--- config.mk ---
export PLATFORM = sky130hd
export DESIGN_NAME = forward_unit_flat
export DESIGN_NICKNAME = d
export VERILOG_FILES = /design/src/rtl/forward_unit_if.sv /design/src/rtl/forward_unit.sv /design/src/flat_wrapper.sv
export SDC_FILE = /design/constraint.sdc
export NUM_CORES = 1
export LEC_CHECK = 0
export BUFFER_PORTS_ARGS = -buffer_cell sky130_fd_sc_hd__buf_2
export CORE_ASPECT_RATIO = 0.5
export CORE_UTILIZATION = 28
export CTS_CLUSTER_DIAMETER = 80
export DETAILED_ROUTE_END_ITERATION = 6
export GPL_TIMING_DRIVEN = 0
export PLACE_DENSITY = 0.74
export SYNTH_ARGS = -nofsm -noshare
export SYNTH_HDL_FRONTEND = slang
export SYNTH_SLANG_ARGS = --single-unit
--- constraint.sdc ---
create_clock -name clk -period 1.2 [get_ports clk]
set_input_delay 0.18 -clock clk [delete_from_list [all_inputs] [get_ports clk]]
set_output_delay 0.18 -clock clk [all_outputs]
set_load 0.02 [all_outputs]
--- src/rtl/forward_unit_if.sv ---
// Decode/result bundle and forwarding/stall outputs of the forwarding unit.
// The master side is the pipeline; forward_unit uses the slave side.
interface forward_unit_if;
  localparam int unsigned REG_W  = 3;
  localparam int unsigned DATA_W = 16;

  logic              Dec_valid;
  logic              Dec_RegWrite;
  logic              Dec_MemRead;
  logic [REG_W-1:0]  Dec_Write_reg_sel;
  logic [REG_W-1:0]  Dec_Read1sel;
  logic [REG_W-1:0]  Dec_Read2sel;
  logic              Dec_Read1use;
  logic              Dec_Read2use;
  logic [DATA_W-1:0] Ex_result;
  logic [DATA_W-1:0] Mem_result;
  logic [DATA_W-1:0] Wb_result;
  logic              Flush;
  logic [11:0]       Forwarding_vector;
  logic [47:0]       Forwarding_data;
  logic              Stall;
  logic              Wb_RegWrite;
  logic [REG_W-1:0]  Wb_Write_reg_sel;

  modport master (
    output Dec_valid, Dec_RegWrite, Dec_MemRead, Dec_Write_reg_sel,
    output Dec_Read1sel, Dec_Read2sel, Dec_Read1use, Dec_Read2use,
    output Ex_result, Mem_result, Wb_result, Flush,
    input  Forwarding_vector, Forwarding_data, Stall, Wb_RegWrite, Wb_Write_reg_sel
  );

  modport slave (
    input  Dec_valid, Dec_RegWrite, Dec_MemRead, Dec_Write_reg_sel,
    input  Dec_Read1sel, Dec_Read2sel, Dec_Read1use, Dec_Read2use,
    input  Ex_result, Mem_result, Wb_result, Flush,
    output Forwarding_vector, Forwarding_data, Stall, Wb_RegWrite, Wb_Write_reg_sel
  );
endinterface

--- src/rtl/forward_unit.sv ---
// Forwarding / hazard unit for a 5-stage pipeline with 8 registers.
// Tracks {wr, ld, reg} tags for EX, MEM and WB and reports forwarding slots
// and load-use stalls. Define FORWARD_UNIT_BYPASS_EN for the full bypass
// network; the default build has no bypass and stalls until the producer
// reaches WB (the register file handles the same-cycle write/read case).
// Forwarding outputs and Stall are combinational (zero-cycle latency).
module forward_unit (
  input  logic          clk,
  input  logic          rst,
  forward_unit_if.slave bus
);
  localparam int unsigned REG_W  = 3;
  localparam int unsigned DATA_W = 16;

  typedef struct packed {
    logic             wr;
    logic             ld;
    logic [REG_W-1:0] rsel;
  } tag_t;

  tag_t ex_q;
  tag_t mem_q;
  tag_t wb_q;
  tag_t dec_tag_c;

  logic              hit_ex_c;
  logic              hit_mem_c;
  logic              stall_c;
  logic [11:0]       vector_c;
  logic [47:0]       data_c;
  logic              unused_bits;

  // Does the decode instruction consume the register named by EX / MEM
  always_comb begin
    hit_ex_c  = (bus.Dec_Read1use && (bus.Dec_Read1sel == ex_q.rsel)) ||
                (bus.Dec_Read2use && (bus.Dec_Read2sel == ex_q.rsel));
    hit_mem_c = (bus.Dec_Read1use && (bus.Dec_Read1sel == mem_q.rsel)) ||
                (bus.Dec_Read2use && (bus.Dec_Read2sel == mem_q.rsel));
  end

  // Tag the decode instruction carries into EX; a bubble on stall or flush
  always_comb begin
    dec_tag_c = '0;
    if (!stall_c && !bus.Flush) begin
      dec_tag_c.wr   = bus.Dec_valid & bus.Dec_RegWrite;
      dec_tag_c.ld   = bus.Dec_MemRead;
      dec_tag_c.rsel = bus.Dec_Write_reg_sel;
    end
  end

  // Tag pipeline: MEM and WB always shift, EX takes the decode tag or a bubble
  always_ff @(posedge clk or posedge rst) begin
    if (rst) begin
      ex_q  <= '0;
      mem_q <= '0;
      wb_q  <= '0;
    end else begin
      ex_q  <= dec_tag_c;
      mem_q <= ex_q;
      wb_q  <= mem_q;
    end
  end

`ifdef FORWARD_UNIT_BYPASS_EN
  logic ex_vld_c;
  logic mem_vld_c;
  logic wb_vld_c;

  // Forwarding slots; a load still in EX has no data yet, so it stalls instead
  always_comb begin
    ex_vld_c  = ex_q.wr & ~ex_q.ld;
    mem_vld_c = mem_q.wr;
    wb_vld_c  = wb_q.wr;
    vector_c  = {wb_vld_c, wb_q.rsel, mem_vld_c, mem_q.rsel, ex_vld_c, ex_q.rsel};
    data_c    = {wb_vld_c  ? bus.Wb_result  : DATA_W'(0),
                 mem_vld_c ? bus.Mem_result : DATA_W'(0),
                 ex_vld_c  ? bus.Ex_result  : DATA_W'(0)};
    stall_c   = ~bus.Flush & ex_q.wr & ex_q.ld & hit_ex_c;
  end

  assign unused_bits = ^{mem_q.ld, wb_q.ld, hit_mem_c};
`else
  // No bypass: hold decode while any EX/MEM producer of a consumed register is in flight
  always_comb begin
    vector_c = '0;
    data_c   = '0;
    stall_c  = ~bus.Flush & ((ex_q.wr & hit_ex_c) | (mem_q.wr & hit_mem_c));
  end

  assign unused_bits = ^{ex_q.ld, mem_q.ld, wb_q.ld,
                         bus.Ex_result, bus.Mem_result, bus.Wb_result};
`endif

  assign bus.Forwarding_vector = vector_c;
  assign bus.Forwarding_data   = data_c;
  assign bus.Stall             = stall_c;
  assign bus.Wb_RegWrite       = wb_q.wr;
  assign bus.Wb_Write_reg_sel  = wb_q.rsel;
endmodule

--- src/flat_wrapper.sv ---
// flat-port wrapper written by rule: the top's interface ports become plain ports
module forward_unit_flat 
  (clk, rst, bus_Dec_valid, bus_Dec_RegWrite, bus_Dec_MemRead, bus_Dec_Write_reg_sel, bus_Dec_Read1sel, bus_Dec_Read2sel, bus_Dec_Read1use, bus_Dec_Read2use, bus_Ex_result, bus_Mem_result, bus_Wb_result, bus_Flush, bus_Forwarding_vector, bus_Forwarding_data, bus_Stall, bus_Wb_RegWrite, bus_Wb_Write_reg_sel);
  forward_unit_if bus_i ();
  input  logic clk;
  input  logic rst;
  input wire logic [$bits(bus_i.Dec_valid)-1:0] bus_Dec_valid;
  input wire logic [$bits(bus_i.Dec_RegWrite)-1:0] bus_Dec_RegWrite;
  input wire logic [$bits(bus_i.Dec_MemRead)-1:0] bus_Dec_MemRead;
  input wire logic [$bits(bus_i.Dec_Write_reg_sel)-1:0] bus_Dec_Write_reg_sel;
  input wire logic [$bits(bus_i.Dec_Read1sel)-1:0] bus_Dec_Read1sel;
  input wire logic [$bits(bus_i.Dec_Read2sel)-1:0] bus_Dec_Read2sel;
  input wire logic [$bits(bus_i.Dec_Read1use)-1:0] bus_Dec_Read1use;
  input wire logic [$bits(bus_i.Dec_Read2use)-1:0] bus_Dec_Read2use;
  input wire logic [$bits(bus_i.Ex_result)-1:0] bus_Ex_result;
  input wire logic [$bits(bus_i.Mem_result)-1:0] bus_Mem_result;
  input wire logic [$bits(bus_i.Wb_result)-1:0] bus_Wb_result;
  input wire logic [$bits(bus_i.Flush)-1:0] bus_Flush;
  output wire logic [$bits(bus_i.Forwarding_vector)-1:0] bus_Forwarding_vector;
  output wire logic [$bits(bus_i.Forwarding_data)-1:0] bus_Forwarding_data;
  output wire logic [$bits(bus_i.Stall)-1:0] bus_Stall;
  output wire logic [$bits(bus_i.Wb_RegWrite)-1:0] bus_Wb_RegWrite;
  output wire logic [$bits(bus_i.Wb_Write_reg_sel)-1:0] bus_Wb_Write_reg_sel;
  assign bus_i.Dec_valid = bus_Dec_valid;
  assign bus_i.Dec_RegWrite = bus_Dec_RegWrite;
  assign bus_i.Dec_MemRead = bus_Dec_MemRead;
  assign bus_i.Dec_Write_reg_sel = bus_Dec_Write_reg_sel;
  assign bus_i.Dec_Read1sel = bus_Dec_Read1sel;
  assign bus_i.Dec_Read2sel = bus_Dec_Read2sel;
  assign bus_i.Dec_Read1use = bus_Dec_Read1use;
  assign bus_i.Dec_Read2use = bus_Dec_Read2use;
  assign bus_i.Ex_result = bus_Ex_result;
  assign bus_i.Mem_result = bus_Mem_result;
  assign bus_i.Wb_result = bus_Wb_result;
  assign bus_i.Flush = bus_Flush;
  assign bus_Forwarding_vector = bus_i.Forwarding_vector;
  assign bus_Forwarding_data = bus_i.Forwarding_data;
  assign bus_Stall = bus_i.Stall;
  assign bus_Wb_RegWrite = bus_i.Wb_RegWrite;
  assign bus_Wb_Write_reg_sel = bus_i.Wb_Write_reg_sel;
  forward_unit u_core (.clk(clk), .rst(rst), .bus(bus_i));
endmodule
# Word-level counts from Yosys, hierarchy flattened
# Index checks and enable logic that the tools add are counted.
# totals
ff_bits	12
output_inout_bits	65
elab_cells	26
# op_classes
n_eq_ne	4
mux	1
bitwise_logic	6
n_reduce_logical	9
# ops
operator	count
$eq 3x3->1	4
$logic_and 1x1->1	5
$mux 5	1
$and 1x1->1	4
$logic_not 1->1	2
$logic_or 1x1->1	2
$not 1->1	1
$or 1x1->1	1

# Logic depth before layout (Yosys ltp)
# Gate-level depths: netlist of the first run.
# logic_depth
depth_word	9
depth_mapped	4

# Worst setup path before layout of the first run
# No wires, ideal clock.
# synth_timing
kind	register -> output
start	reg u_core.ex_q[1] (netlist bit)
end	out bus_Stall
arrival_ps	1165
required_time_ps	1020
setup_slack_ps	-145
path_stages_with_launch	5
path_buffers	0
cell_sequence	dfrtp_1 > xnor2_1 > nand4_1 > a21boi_1 > o21ba_2
# synth_via
elab_chain_cells	6
word_cells_on_any_way	8
cone_classes	eq/ne (2); bitwise (3); reduce/logical (3)
# synth_lines
element	line	source
start: declaration	forward_unit.sv:21	tag_t ex_q;
start signal: assignment	forward_unit.sv:58	ex_q <= dec_tag_c;
$eq 3x3->1, on equally long branches	forward_unit.sv:35, forward_unit.sv:36	
$logic_and 1x1->1, on equally long branches	forward_unit.sv:35, forward_unit.sv:36	
$logic_or 1x1->1 (*)	forward_unit.sv:35	hit_ex_c = (bus.Dec_Read1use && (bus.Dec_Read1sel == ex_q.rsel)) ||
$and 1x1->1 (*)	forward_unit.sv:87	stall_c = ~bus.Flush & ((ex_q.wr & hit_ex_c) | (mem_q.wr & hit_mem_c));
$or 1x1->1 (*)	forward_unit.sv:87	
$and 1x1->1 (*)	forward_unit.sv:87	
end: declaration	flat_wrapper.sv:21	output wire logic [$bits(bus_i.Stall)-1:0] bus_Stall;
# Mark *: on every way between the ends. The rest lies on a longest branch, timed or not.

# Final worst setup path of the first run
# layout_timing
start	reg u_core.ex_q[2] (netlist bit)
end	out bus_Stall
# The elaborated chain is that of the path after synthesis.

==> results of run 1 <==
## cell type report
type	instances	area (µm²)
fillers	286	1620
multi-input cells	84	503
plain buffers	60	450
flip-flops and latches	12	302
repair buffers	23	131
clock buffers	4	55.1
well taps	40	50.0
inverters	1	3.75
## cell usage after synthesis
| cell type | instances |
|---|---|
| buf_4 | 60 |
| dfrtp_1 | 12 |
| xnor2_1 | 12 |
| nand4_1 | 4 |
| nor4b_1 | 3 |
| a21boi_1 | 2 |
| conb_1 | 1 |
| inv_1 | 1 |
| nand2_1 | 1 |
| nor4_1 | 1 |
| o21ba_2 | 1 |
## where the power goes
group / switching (W) / internal, W / leakage [nW]
clock: 0.000139 / 0.000289 / 0.0288
combinational: 0.000260 / 0.000211 / 0.702
sequential: 0.0000182 / 0.000427 / 0.155
total: 0.000417 / 0.000927 / 0.886
## how the worst max path moves through the flow
stage	from	endpoint	slack, ns	cells past startpoint
floorplan	u_core.mem_q[0]	bus_Stall	-0.05	4
global placement	u_core.ex_q[2]	bus_Stall	-0.23	5
detailed placement	u_core.mem_q[0]	bus_Stall	-0.36	5
CTS	u_core.ex_q[2]	bus_Stall	-0.44	5
global route	u_core.ex_q[0]	bus_Stall	-0.50	5
finish	u_core.ex_q[2]	bus_Stall	-0.46	5
## stage by stage
stage	worst slack [ns]	power [W]	utilization, %	cell area (µm²)	setup TNS (ns)
final	-0.457	0.00134	48.0	1500	-1.06
after global routing	-0.503	0.00141	48.0	1500	-1.24
after CTS	-0.436	0.00133	47.4	1480	-0.827
after detailed placement	-0.361	0.000883	42.8	1340	-0.668
after global placement	-0.233	0.000874	42.8	1340	-0.233
after floorplan	-0.0524	0.000827	-	1180	-0.0524
## critical path: cells and delay by family, from the launching register on
kind / cells / cell delay, ns
and+or+nand+nor: 1 / 0.14
DFF: 1 / 0.42
xor gates and xnor gates: 1 / 0.19
AOI/OAI and AO/OA: 2 / 0.40
buffers and inverters: 1 / 0.11
## state kept, by name, indices dropped and copies added, names as in the netlist
| register | flops |
|---|---|
| u_core.bus.Wb_Write_reg_sel | 3 |
| u_core.mem_q | 4 |
| u_core.ex_q | 4 |
| u_core.bus.Wb_RegWrite | 1 |
## per-layer routing
layer | vias to the layer above | global-route usage [%] | wire length, µm
met5 | - | 0 | 0
met4 | 0 | 4.07 | 19
met3 | 2 | 2.33 | 139
met2 | 36 | 20.2 | 966
met1 | 284 | 9.68 | 592
li1 | 362 | - | -
## kinds of logic after synthesis
kind of cell,share of synthesized area (%)
other cells,0.395
buf+inv,47.8
flops,31.6
xor+xnor,11.1
simple gates,6.46
compound gates,2.63
## cell usage in the layout (no fill, tap or decap)
cell / n
a21boi_2: 2
buf_2: 19
buf_4: 62
buf_6: 1
clkbuf_8: 4
conb_1: 60
dfrtp_1: 11
dfrtp_2: 1
dlygate4sd3_1: 1
inv_1: 1
nand2_1: 1
nand4_1: 4
nor4_2: 1
nor4b_2: 1
nor4b_4: 2
o21ba_4: 1
xnor2_1: 8
xnor2_2: 4
## repair_timing
action	in CTS	in global routing
gates resized for setup	11	2
endpoints found under the setup margin	5	5
buffers inserted	3	1
pin swaps	7	3
hold buffers	1	0
endpoints found under the hold margin	12	0
==> run summary, run 1 <==
By area the synthesized netlist is led by buf_4 47%, dfrtp_1 32%, xnor2_1 11%, nor4b_1 2.8%, nand4_1 2.6%. The detail route stage leaves a number of antenna-violating nets equal to 0. In this run the register-to-register setup slack is -0.16 ns. The largest single stage delay on the critical path is 0.42 ns. TritonCTS built the clock tree.

Setup violations remaining at the end of the flow were counted as 5. Counting instances, the worst hold path has a depth of 2. Critical register-to-register path startpoint: u_core.ex_q[2].

Port buffering added 20 buffers. The fraction of synthesized cell area taken by the top area cell type was 47.4%; the die height was 43.2 µm. The number of buffers inserted during clock tree synthesis came out at 3. The run gives 30.5% as the starting utilization of the core area. The critical path goes through xnor2_1, nand4_1, a21boi_2, o21ba_4, buf_6. After legalization and detailed placement, the total HPWL measured 1430 µm. After synthesis, the netlist uses 11 different library cells.

Setup repair after global routing could not meet its margin everywhere. During synthesis, Yosys emitted a total of 0 warnings. The mapped netlist covers 950 µm². For the finished layout, the period the worst path requires is 1.66 ns. The tools report the number of nets in the layout as 250.

The logs give 0.604 GHz for the maximum clock frequency and 0 for the number of inserted diodes. The number of remaining DRC errors was 4; the total power divided by cell area was 899 nW/µm². The floorplan step defined a die boundary enclosing 3640 µm². The first TritonRoute pass finished after 6 iterations.

In this run the critical register-to-register path is captured at u_core.ex_q[2]. The arrival time of the worst setup path was 1.48 ns. The last weighted congestion value of the routability-driven placer is 0.851. Of the synthesized area, sequential elements account for 31.6%.

The total core area was 3120 µm². The maximum number of pins on one net before global-route repair came out at 13. The final critical path takes up 138% of the cycle. In this run the worst hold path is classified as input pin to flip-flop. The checks that failed: DRC, setup timing. For the worst-skew pair, the clock arrives at the later sink with an insertion delay of 0.23 ns.

STA classifies the critical path endpoint as a primary output. The logs give 2 for the number of buffers between clock root and the deepest sink and 0.00189 ns for the clock tree skew after final layout. The width of the chip came out at 84.4 µm.

The logs give 0.886 nW for the cell leakage power and 1 for the deepest level of the CTS H-tree. The placement row count was 14. The tools report the clock root buffer as clkbuf_8. The detailed router finished its first iteration with 10 violations. The terminating pin of the worst hold path was u_core.ex_q[1]. The tools report the worst supply voltage drop on vdd as 0.000443 V.

Across every metal layer, demand over resource in global routing totals 9.82%. Measured in cells, the most critical reg-to-reg path has a length of 5. The number of global-route vias before repair is 651, and the CTS clock-pin slew for the worst setup and hold paths is 0.05 ns.

Across the run, the number of max-cap violations was 0. The critical path data required time is 1.02 ns, and the growth of design area from synthesis to finish is 57.4%. The tools report the final count of hold timing violations as 0. The first global-routing pass estimated 2730 µm of wire.

After detailed routing, the number of vias per cell comes to 3.05. The mean area per synthesized cell was 9.69 µm²; the initial antenna violation count was 0. The flip-flop and latch count after synthesis was 12. The worst hold path begins at bus_Dec_Write_reg_sel[1].

During I/O placement, the number of pins put on the boundary was 130. For this design, the sink count on the clock tree is 12. In this run the worst path has a maximum fanout of 3.

The routed layout has 684 vias. Global routing finished with a remaining overflow of 0. Among all stages on the critical path, the largest delay is contributed by dfrtp_1. The fraction of layout instances using a drive strength above 1 came out at 53.3%.

Startpoint type of the worst setup path: a flip-flop. The max-slew violation count was 0. The worst setup path is of the flip-flop to primary output kind. The count of cells in the finished layout, fillers not included, comes to 224. The logs give 98 for the number of instances in the synthesized netlist and 217 for the number of cells in the design after placement.

The largest total area in the synthesized netlist belongs to buf_4. The routed wire length per instance is 7.67 µm, and the total wirelength of the detailed-routed design is 1720 µm. The worst-case setup margin in the final layout is -0.457 ns, and the final hold slack is 0.209 ns.

The flow ran to the end, but the final reports show violations.
Note: power is estimated with default switching activity, not from simulation.
==> inputs of run 2 (changes only) <==
--- a/config.mk
+++ b/config.mk
@@ -7,6 +7,7 @@
 export LEC_CHECK = 0
 export BUFFER_PORTS_ARGS = -buffer_cell sky130_fd_sc_hd__buf_2
 export CORE_ASPECT_RATIO = 0.5
+export CORE_MARGIN = 5
 export CORE_UTILIZATION = 28
 export CTS_CLUSTER_DIAMETER = 80
 export DETAILED_ROUTE_END_ITERATION = 6
==> run 2 against run 1 <==
Net effect:
- the flow finishes with violations (setup timing)
- cell count is the same
- die area grew 30%
- worst setup slack better by 0.032 ns
- combinational power fell by 2%
- critical endpoint unchanged
==> run summary, run 2 (synthesized netlist as in run 1, its figures left out) <==
The run finished, with violations left. The checks that failed: setup timing. STA puts the critical path data required time at 1.02 ns. The longest clock path from root to sink contains 2 buffers.

The critical path goes through xnor2_1, nand4_1, a21boi_2, o21ba_4, buf_6. The run gives 217 as the number of cells in the design after placement. The total placed instance area was 1340 µm². The finished layout holds 224 standard cells, fillers aside. The routed layout has 684 vias. The total overflow left after global routing is 0. Cells with a size suffix above 1 make up 52.2% of the layout.

The initial antenna violation count is 0, and the deepest level of the CTS H-tree is 1. After layout, the worst path uses 135% of the clock period. The highest fanout seen on the critical path came out at 3. The worst-path cell with the longest stage delay was dfrtp_1. The initialized floorplan defines 14 standard-cell rows. Summed over all cells, the static leakage comes to 0.866 nW. The floorplan step defined a core boundary enclosing 3120 µm². Die height: 51.2 µm. The logs give 0 for the final count of hold timing violations and 5 for the final setup violation count. Max-slew violation count: 0. Entering global routing, the biggest net connects 13 pins. STA classifies the critical path startpoint as a flip-flop.

The worst supply voltage drop on vdd was 0.000462 V. Setup repair after global routing could not meet its margin everywhere. In this run the worst hold path is classified as input pin to flip-flop. In this run the remaining antenna-violating nets after routing total 0. For the number of buffers inserted during clock tree synthesis, the log shows 3. The root buffer cell chosen for the clock tree is clkbuf_8. The worst setup path is captured at a primary output.

The number of inserted diodes is 0. The total non-filler cell area in the finished layout is 1460 µm², and the final critical path time including I/O delays and setup is 1.63 ns. The worst-case setup margin in the final layout came out at -0.425 ns. The critical path starts at u_core.ex_q[1]. The startpoint identified for the worst hold timing path is bus_Flush.

Across every metal layer, demand over resource in global routing totals 7.51%. TritonCTS built the clock tree. Summed over all layers, the routed wires come to 1910 µm.

Input and output buffers added on the ports amount to 20. The tools report the number of global-route vias before repair as 662. The startpoint identified for the worst register-to-register timing path is u_core.ex_q[2]. The number of remaining DRC errors came out at 0. The library cells used most frequently in the layout, excluding fill and tap cells, are 62 x buf_4, 60 x conb_1, 19 x buf_2.

The floorplan step defined a die boundary enclosing 4730 µm². The area growth from synthesis to layout is 54.0%. The clock net in this run drives a total of 12 sinks.

Dividing the detail-routed via count by the number of cells gives 3.05. At the end of routability-driven placement, the weighted congestion stood at 0.752. Leaving out fill and tap cells, the most frequent cell in the layout is buf_4. The worst setup path is of the flip-flop to primary output kind. The routed wire length per instance was 8.53 µm. In this run the power density over the cells is 913 nW/µm². The clock tree skew after final layout came out at 0.00169 ns. The pre-antenna-repair detailed-routing pass consisted of 2 iterations. 130 I/O pins were placed.

The tool flagged a number of max-cap violations equal to 0. Utilization of the core after routing: 46.9%. For this run, the post-layout net count is 250.

STA puts the critical path data arrival time at 1.45 ns. The first global-routing pass estimated 2820 µm of wire. The maximum clock frequency was 0.615 GHz. After clock tree synthesis, the clock-pin slew on the worst setup and hold paths is 0.05 ns. The worst stage delay on the critical path works out to 0.41 ns.

The width of the chip was 92.4 µm; the number of design-rule violations left by the first detailed-router iteration was 20. The source-to-sink clock delay at the later pin of the worst-skew pair is 0.24 ns. Once the floorplan was initialized, standard cells occupied 30.5% of the core.
## run 2: critical path: cells and delay by family, from the launching register on
kind / cells / cell delay (ns)
AND/OR/NAND/NOR: 1 / 0.13
XOR/XNOR: 1 / 0.18
flip-flops: 1 / 0.41
AO/OA/AOI/OAI: 2 / 0.38
buffers and inverters: 1 / 0.11
## run 2: power breakdown
part | internal [W] | total (W) | switching [W]
sequential | 0.000427 | 0.000444 | 0.0000172
clock | 0.000289 | 0.000433 | 0.000144
combinational | 0.000202 | 0.000459 | 0.000257
## run 2: area by class of cell
class / count / area (µm²)
Inverter: 1 / 3.75
Fill cell: 316 / 1660
Tap cell: 40 / 50.0
Clock buffer: 4 / 55.1
Sequential cell: 12 / 302
Timing Repair Buffer: 23 / 131
Multi-Input combinational cell: 84 / 470
Buffer: 60 / 450
## run 2: final timing paths
check | endpoint | slack (ns) | depth (start not counted)
max | bus_Stall | -0.43 | 5
min | u_core.ex_q[1] | 0.21 | 2
max reg2reg | u_core.ex_q[2] | -0.08 | 5
min reg2reg | u_core.mem_q[4] | 0.37 | 0
max in group asynchronous | u_core.mem_q[0] | 0.37 | 3
min in group asynchronous | u_core.bus.Wb_Write_reg_sel[0] | 0.49 | 3
## run 2: what timing repair did
action / in CTS / in global routing
gates resized for setup: 6 / 3
pin swaps: 8 / 6
setup endpoints to repair: 5 / 5
buffers inserted: 2 / 0
hold endpoints to repair: 12 / 0
hold buffers: 1 / 0
## run 2: layer usage
metal | vias to the layer above | global-route usage (%) | share of wire (%)
li1 | 364 | - | -
met1 | 281 | 7.65 | 34
met2 | 37 | 14.8 | 55
met3 | 2 | 2.64 | 11
met4 | 0 | 2.22 | 0.99
met5 | - | 0 | 0
## run 2: per-stage QoR
step	setup slack (ns)	hold WS (ns)	TNS (ns)	power, W
after global placement	-0.243	0.192	-0.243	0.000875
after floorplan	-0.0524	0.0447	-0.0524	0.000827
after detailed placement	-0.314	0.206	-0.510	0.000880
final	-0.425	0.207	-0.725	0.00134
after global routing	-0.515	0.214	-1.14	0.00140
after CTS	-0.457	0.190	-0.856	0.00133
